File: src/rtl/alu_pkg.sv
// Shared types and sizing helpers for the bit-serial ALU operand link.
package alu_pkg;

    localparam int ALU_WORD_W = 8;

    typedef enum logic {
        IDLE  = 1'b0,
        SHIFT = 1'b1
    } ser_state_t;

    // Bit-counter width for a word of the given size; never below one bit.
    function automatic int SER_CNT_W(input int width);
        return (width <= 2) ? 1 : $clog2(width);
    endfunction

endpackage

File: src/rtl/serial_bit_counter.sv
// Beat counter for serial framing: clears on load, counts beats, flags position WIDTH-1.
module serial_bit_counter
    import alu_pkg::*;
#(
    parameter int WIDTH = ALU_WORD_W,
    localparam int CNT_W = SER_CNT_W(WIDTH)
) (
    input  logic             CLK,
    input  logic             RST,
    input  logic             clr_i,
    input  logic             inc_i,
    output logic [CNT_W-1:0] cnt_o,
    output logic             term_o
);

    logic [CNT_W-1:0] cnt_q;
    logic [CNT_W-1:0] cnt_d;

    assign term_o = (cnt_q == CNT_W'(WIDTH - 1));
    assign cnt_o  = cnt_q;

    // Clear wins over increment; the count saturates at the terminal value.
    always_comb begin
        cnt_d = cnt_q;
        if (clr_i) begin
            cnt_d = '0;
        end else if (inc_i && !term_o) begin
            cnt_d = cnt_q + CNT_W'(1);
        end
    end

    always_ff @(posedge CLK or posedge RST) begin
        if (RST) begin
            cnt_q <= '0;
        end else begin
            cnt_q <= cnt_d;
        end
    end

endmodule

File: src/rtl/piso_serializer.sv
// Parallel-in serial-out operand transmitter with first/last framing and backpressure.
module piso_serializer
    import alu_pkg::*;
#(
    parameter int WIDTH     = ALU_WORD_W,
    parameter bit LSB_FIRST = 1'b1
) (
    input  logic             CLK,
    input  logic             RST,
    input  logic             LOAD_VALID,
    output logic             LOAD_READY,
    input  logic [WIDTH-1:0] LOAD_DATA,
    input  logic             SER_READY,
    output logic             SER_VALID,
    output logic             SER_OUT,
    output logic             SER_FIRST,
    output logic             SER_LAST,
    output logic             BUSY
);

    localparam int CNT_W = SER_CNT_W(WIDTH);

    ser_state_t       state_q;
    ser_state_t       state_d;
    logic [WIDTH-1:0] shreg_q;
    logic [WIDTH-1:0] shreg_d;
    logic [WIDTH-1:0] shreg_shifted;
    logic [CNT_W-1:0] cnt;
    logic             cnt_term;
    logic             cnt_clr;
    logic             cnt_inc;
    logic             ready_raw;

    serial_bit_counter #(
        .WIDTH (WIDTH)
    ) u_bit_counter (
        .CLK    (CLK),
        .RST    (RST),
        .clr_i  (cnt_clr),
        .inc_i  (cnt_inc),
        .cnt_o  (cnt),
        .term_o (cnt_term)
    );

    assign shreg_shifted = LSB_FIRST ? {1'b0, shreg_q[WIDTH-1:1]}
                                     : {shreg_q[WIDTH-2:0], 1'b0};

    // Handshakes: a transfer happens on a rising edge where both valid and ready
    // are high. Load side ready is combinational; serial side valid is a flop and
    // holds, with its data, until the downstream takes it.
    always_comb begin
        state_d   = state_q;
        shreg_d   = shreg_q;
        cnt_clr   = 1'b0;
        cnt_inc   = 1'b0;
        ready_raw = 1'b0;
        case (state_q)
            IDLE: begin
                ready_raw = 1'b1;
                if (LOAD_VALID) begin
                    shreg_d = LOAD_DATA;
                    cnt_clr = 1'b1;
                    state_d = SHIFT;
                end
            end
            SHIFT: begin
                if (SER_READY) begin
                    if (!cnt_term) begin
                        shreg_d = shreg_shifted;
                        cnt_inc = 1'b1;
                    end else begin
                        ready_raw = 1'b1;
                        cnt_clr   = 1'b1;
                        if (LOAD_VALID) begin
                            shreg_d = LOAD_DATA;
                        end else begin
                            shreg_d = '0;
                            state_d = IDLE;
                        end
                    end
                end
            end
            default: begin
                shreg_d = '0;
                cnt_clr = 1'b1;
                state_d = IDLE;
            end
        endcase
    end

    always_ff @(posedge CLK or posedge RST) begin
        if (RST) begin
            state_q <= IDLE;
            shreg_q <= '0;
        end else begin
            state_q <= state_d;
            shreg_q <= shreg_d;
        end
    end

    // The shift register is zero whenever IDLE, so SER_OUT needs no state gating.
    assign LOAD_READY = ready_raw & ~RST;
    assign BUSY       = (state_q == SHIFT);
    assign SER_VALID  = BUSY;
    assign SER_OUT    = LSB_FIRST ? shreg_q[0] : shreg_q[WIDTH-1];
    assign SER_FIRST  = BUSY & (cnt == '0);
    assign SER_LAST   = BUSY & cnt_term;

endmodule

File: config.mk
export PLATFORM = sky130hd
export DESIGN_NAME = piso_serializer
export DESIGN_NICKNAME = d
export VERILOG_FILES = /design/src/rtl/alu_pkg.sv /design/src/rtl/serial_bit_counter.sv /design/src/rtl/piso_serializer.sv
export SDC_FILE = /design/constraint.sdc
export NUM_CORES = 1
export LEC_CHECK = 0
export CAP_MARGIN = 25
export CORE_ASPECT_RATIO = 1.4
export CORE_UTILIZATION = 30
export CTS_CLUSTER_SIZE = 40
export DETAILED_ROUTE_END_ITERATION = 8
export PLACE_DENSITY_LB_ADDON = 0.2
export SLEW_MARGIN = 20
export SYNTH_ARGS = -nofsm -noshare
export SYNTH_HDL_FRONTEND = slang
export SYNTH_SLANG_ARGS = --single-unit
File: constraint.sdc
create_clock -name CLK -period 1.75 [get_ports CLK]
set_clock_uncertainty 0.05 [all_clocks]
set_input_delay 0.35 -clock CLK [delete_from_list [all_inputs] [get_ports CLK]]
set_output_delay 0.35 -clock CLK [all_outputs]
set_load 0.005 [all_outputs]
==> Yosys cells after proc, flatten, opt, wreduce, memory -nomap -nowiden <==
Cells that the tools add are included.
{ "word_totals": {"elab_cells": 35, "input_bits": 12, "output_inout_bits": 6, "reg_bits": 12} }
{ "classes": {"n_eq_ne": 3, "add_sub_neg": 1, "bitwise_logic": 5, "muxes": 18, "n_reduce_logical": 5} }
{ "op_table": {"columns": ["cell", "count"], "rows": [
  ["$mux W8", 4],
  ["$pmux W8 S2", 1],
  ["$mux W1", 8],
  ["$mux W3", 2],
  ["$pmux W1 S2", 3],
  ["$ne A2 B2 Y1 const B", 2],
  ["$add A3 B1 Y3 const B", 1],
  ["$and A1 B1 Y1", 3],
  ["$eq A3 B3 Y1 const B", 1],
  ["$logic_not A3 Y1", 1],
  ["$not A1 Y1", 2],
  ["$reduce_and A2 Y1", 1],
  ["$reduce_bool A2 Y1", 1],
  ["$logic_and A1 B1 Y1", 1],
  ["$logic_not A1 Y1", 1]
]} }

==> Depth between registers and ports, before layout <==
{ "logic_depth": {"word_depth": 7, "ltp_mapped": 6, "mapped_depth_nobuf": 5} }

==> Cells and area by module <==
A second synthesis with hierarchy kept.
{ "hier_totals": {"hier_cells": 65, "hier_area_um2": 656.9} }
{ "modules_own_cells": {"columns": ["module", "seq_area_each_um2", "n_inst", "cells_per_inst", "area_each_um2"], "rows": [
  ["piso_serializer", 225.2, 1, 49, 469.2],
  ["serial_bit_counter", 75.1, 1, 16, 187.7]
]} }

==> Worst setup path after synthesis <==
Ideal clock, no wire load.
{ "synth_path": {"kind": "flip-flop to flip-flop", "from": "register u_bit_counter.cnt_q[0] (netlist: u_bit_counter.cnt_o[0])", "to": "register shreg_q[3]", "slack_ns": 0.318, "stages_incl_launch_ff": 6, "setup_time_ns": 0.121, "period_less_slack_ns": 1.432, "path_buffers": 0, "t_required_ns": 1.579, "arrival_ns": 1.261, "path_cell_list": "dfrtp_1 > ha_1 > ha_1 > a21bo_2 > a22oi_2 > a21oi_2"} }
{ "synth_between": {"elab_chain_cells": 4} }
{ "synth_lines": {"columns": ["item", "line_no", "text"], "rows": [
  ["from (decl)", "serial_bit_counter.sv:16", "logic [CNT_W-1:0] cnt_q;"],
  ["from (signal assigned)", "serial_bit_counter.sv:36", "cnt_q <= cnt_d;"],
  ["$eq A3 B3 Y1", "serial_bit_counter.sv:19", "assign term_o = (cnt_q == CNT_W'(WIDTH - 1));"],
  ["$mux W8", "piso_serializer.sv:68", "if (!cnt_term) begin"],
  ["$mux W8", "piso_serializer.sv:67", "if (SER_READY) begin"],
  ["$pmux W8 S2", "piso_serializer.sv:57", "case (state_q)"],
  ["to (signal assigned)", "piso_serializer.sv:97", "shreg_q <= shreg_d;"],
  ["to (decl)", "piso_serializer.sv:25", "logic [WIDTH-1:0] shreg_q;"]
]} }
Every way passes these cells. The select of a mux whose other input is x is not followed.
A chain may end at the register's enable or synchronous reset.

==> Final worst setup path <==
{ "layout_path": {"from": "register u_bit_counter.cnt_q[0] (netlist: u_bit_counter.cnt_o[0])", "to": "output LOAD_READY"} }
{ "layout_between": {"elab_chain_cells": 5} }
{ "layout_lines": {"columns": ["item", "line_no", "text"], "rows": [
  ["$eq A3 B3 Y1", "serial_bit_counter.sv:19", null],
  ["$mux W1", "piso_serializer.sv:68", null],
  ["$mux W1", "piso_serializer.sv:67", null],
  ["$pmux W1 S2", "piso_serializer.sv:57", null],
  ["$and A1 B1 Y1", "piso_serializer.sv:102", "assign LOAD_READY = ready_raw & ~RST;"],
  ["to (decl)", "piso_serializer.sv:11", "output logic LOAD_READY,"]
]} }
Every way passes these cells.

==> parameters.txt <==
Parameter                              Value

Run status
  Outcome    completed

Final layout
  Final design area excluding fillers    just over 900 µm²
  Non-Filler Instances    ~110
  Net count of the finished layout    103
  Post-synthesis to final-layout area growth    39.3%
  Proportion of layout cells with a drive suffix above 1    29.1%
  Number of diodes    0

Worst setup path
  CP Data Arrival Time    ~1300 ps
  Crit path max fanout    3
  Launching element type of the critical path    register
  Nature of the critical path endpoint    output port
  Critical path destination    LOAD_READY
  Launching instance or port of the critical path    u_bit_counter.cnt_o[0]
  Origin of the critical flop-to-flop path    u_bit_counter.cnt_o[0]
  Required time of the critical path    1350 ps
  Worst reg2reg endpoint    shreg_q[5]
  Kind of critical path    register to output port
  Worst reg-to-reg path cell count    6
  Reg2reg setup slack    140 ps

Clock tree
  Clock Tree Buf Depth    2
  TritonCTS clock tree    done
  Clock transition at the registers of the reported paths    80 ps
  Clock Latency Late Sink    280 ps
  Number of levels the H-tree was split into    1
  CTS Root Cell    sky130_fd_sc_hd__clkbuf_4
  CTS sink count    12
  CTS Hold Buffers Added    0
  Total CTS buffers    3

Flow run
  Number of violations of the max-capacitance limit    0

Floorplan
  Die area    between 2000 and 2500 µm²
  Starting Density    32.7%
  Core area    2000 µm²
  Floorplan row count    19
  Die boundary width    41.4 µm
  Height of the chip    ~57 µm
  Ports    18

Yosys
  Area share of the leading cell type in the synthesized netlist    between 40% and 50%
  Sequential cell area fraction in the yosys report    46.0%
  Synth area leaders    sky130_fd_sc_hd__dfrtp_1 46%, sky130_fd_sc_hd__ha_1 7.7%, sky130_fd_sc_hd__a22oi_1 6.9%, sky130_fd_sc_hd__a21oi_1 4.6%, sky130_fd_sc_hd__nor2_1 4.6%
  Number of enable-type register cells in the synthesized netlist    0
  Top FF cell, synth    sky130_fd_sc_hd__dfrtp_1
  Number of distinct library cell variants in the gate-level netlist after synthesis    26
  Netlist area before placement    around 650 µm²
  Syn_nets    78
  Synthesis warning total    0
  Cell taking the most area after synthesis    sky130_fd_sc_hd__dfrtp_1
  Flip-flop and latch count after synthesis    12
  Mean cell area of the mapped netlist    10.5 µm²
  Synthesized netlist cell count    62
  Post-synth ARST share    between 90% and 100%

Drt
  Post-DRT Antenna Nets    0
  Post-detailed-route wirelength per cell    12.5 µm
  Via count of the routed design    523
  Number of design-rule violations left by the first detailed-router iteration    8
  Ratio of routed vias to standard cells    4.89
  Routed wire length    1340 µm
  Number of remaining DRC errors    0
  First-pass iteration count of the detailed router    3

Global route
  GRT Overall Usage    13.5%
  Via count of the first global-routing pass    500
  Sum of overflow across all layers after global routing    0
  Maximum number of pins on one net before global-route repair    20
  Global-route wire length before repair    2360 µm
  Antenna violations before repair    0

Timing
  Min setup slack post-route    approximately 18 ps
  Post-Route Hold Slack    355 ps
  Worst Max-Slew Pin Slew    477 ps
  Final setup violation count    0
  Fin. Hold Viols    0
  RSZ-0062 raised after global routing    true
  Slew Limit Headroom    68.2%
  Achievable clock frequency    just under 600 MHz
  Fin crit share    98.9%
  Slew Limit Fails    0
  Period minus WS final    1730 ps

Worst hold path
  Class of the tightest hold or removal check    primary input to async pin

Power and ir drop
  Max VDD drop    about 0.00059 V
  Static leakage power    about 0.41 nW
  Power density normalized to cell area    1180 nW/µm²

Placement
  Number of port buffers    17
  Post-placement worst setup slack    -177 ps
  Instance area at placement    between 800 and 900 µm²
  Final estimated routing congestion in global placement    0.708
  Hpwl dp    924 µm
  Cell total after placement    about 100
[per-stage QoR]
stage	total power, mW	TNS (ps)	utilization, %
after floorplan	0.688	0	-
after global placement	0.829	-147	42.8
after detailed placement	0.836	-177	42.8
after CTS	1.09	-104	45.6
after global routing	1.17	-42.8	45.6
final	1.07	0	45.6
[worst max-delay path, stage by stage, from the launching register on]
cell and delay [ps]:
sky130_fd_sc_hd__dfrtp_1 400, sky130_fd_sc_hd__ha_2 210, sky130_fd_sc_hd__ha_4 160, sky130_fd_sc_hd__a21boi_2 120
sky130_fd_sc_hd__nor2_1 50, sky130_fd_sc_hd__clkbuf_2 100
[cells in the final DEF (no fill, tap or decap), types with 2 or more instances in the layout]
master and count:
sky130_fd_sc_hd__inv_1 2, sky130_fd_sc_hd__inv_2 2, sky130_fd_sc_hd__a21oi_1 6, sky130_fd_sc_hd__clkdlybuf4s50_1 14
sky130_fd_sc_hd__o21ai_2 2, sky130_fd_sc_hd__buf_4 5, sky130_fd_sc_hd__a22oi_1 6, sky130_fd_sc_hd__dfrtp_1 12
sky130_fd_sc_hd__clkbuf_4 3, sky130_fd_sc_hd__ha_1 2, sky130_fd_sc_hd__nand3_1 2, sky130_fd_sc_hd__nor2_1 8
[timing repair]
action / 4_1_cts / 5_1_grt
pin swaps: 2 / 2
setup endpoints to repair: 4 / 3
setup buffers: 1 / 0
resized for setup: 14 / 2
[state kept, by name (all words and copies together), names as in the netlist]
name and flops:
BUSY 1, u_bit_counter.cnt_o 3, shreg_q 8
[worst min-delay path by stage]
stage / slack, ps / cells past startpoint / to / startpoint
final: 360 / 2 / shreg_q[3] / RST
after global routing: 430 / 2 / BUSY / RST
after CTS: 380 / 2 / BUSY / RST
after detailed placement: 470 / 2 / shreg_q[1] / shreg_q[1]
after global placement: 460 / 2 / shreg_q[1] / shreg_q[1]
after floorplan: 160 / 1 / BUSY / RST
[synthesized netlist by cell type, drive strengths merged, types with 2 or more instances]
library cell   n
a21oi          7
nor2           9
buf            3
o21ai          2
inv            4
nand3          2
dfrtp         12
ha             4
a22oi          7
[final cells by class]
type	instances	area [µm²]
fillers	205	1090
multi-input cells	43	324
flip-flops and latches	12	300
repair buffers	23	208
clock buffers	4	36.3
well taps	21	26.3
inverters	4	15.0
[kinds of logic after synthesis]
logic type | synth area share (%)
compound gates | 22.8
simple gates | 12.5
flops | 46.0
buf+inv | 7.28
fa+ha+maj | 7.66
mux | 3.83
[power breakdown]
group          leakage, nW  switching (mW)  internal [mW]
combinational        0.255           0.182          0.226
sequential           0.138          0.0636          0.371
clock               0.0210           0.103          0.127
[per-layer routing]
metal	part of all wire [%]	track usage [%]
met5	0	0
met3	5.4	3.48
met4	3.5	11.1
met1	42	16.7
met2	49	19.6
Power figures use the tool's default switching activity.
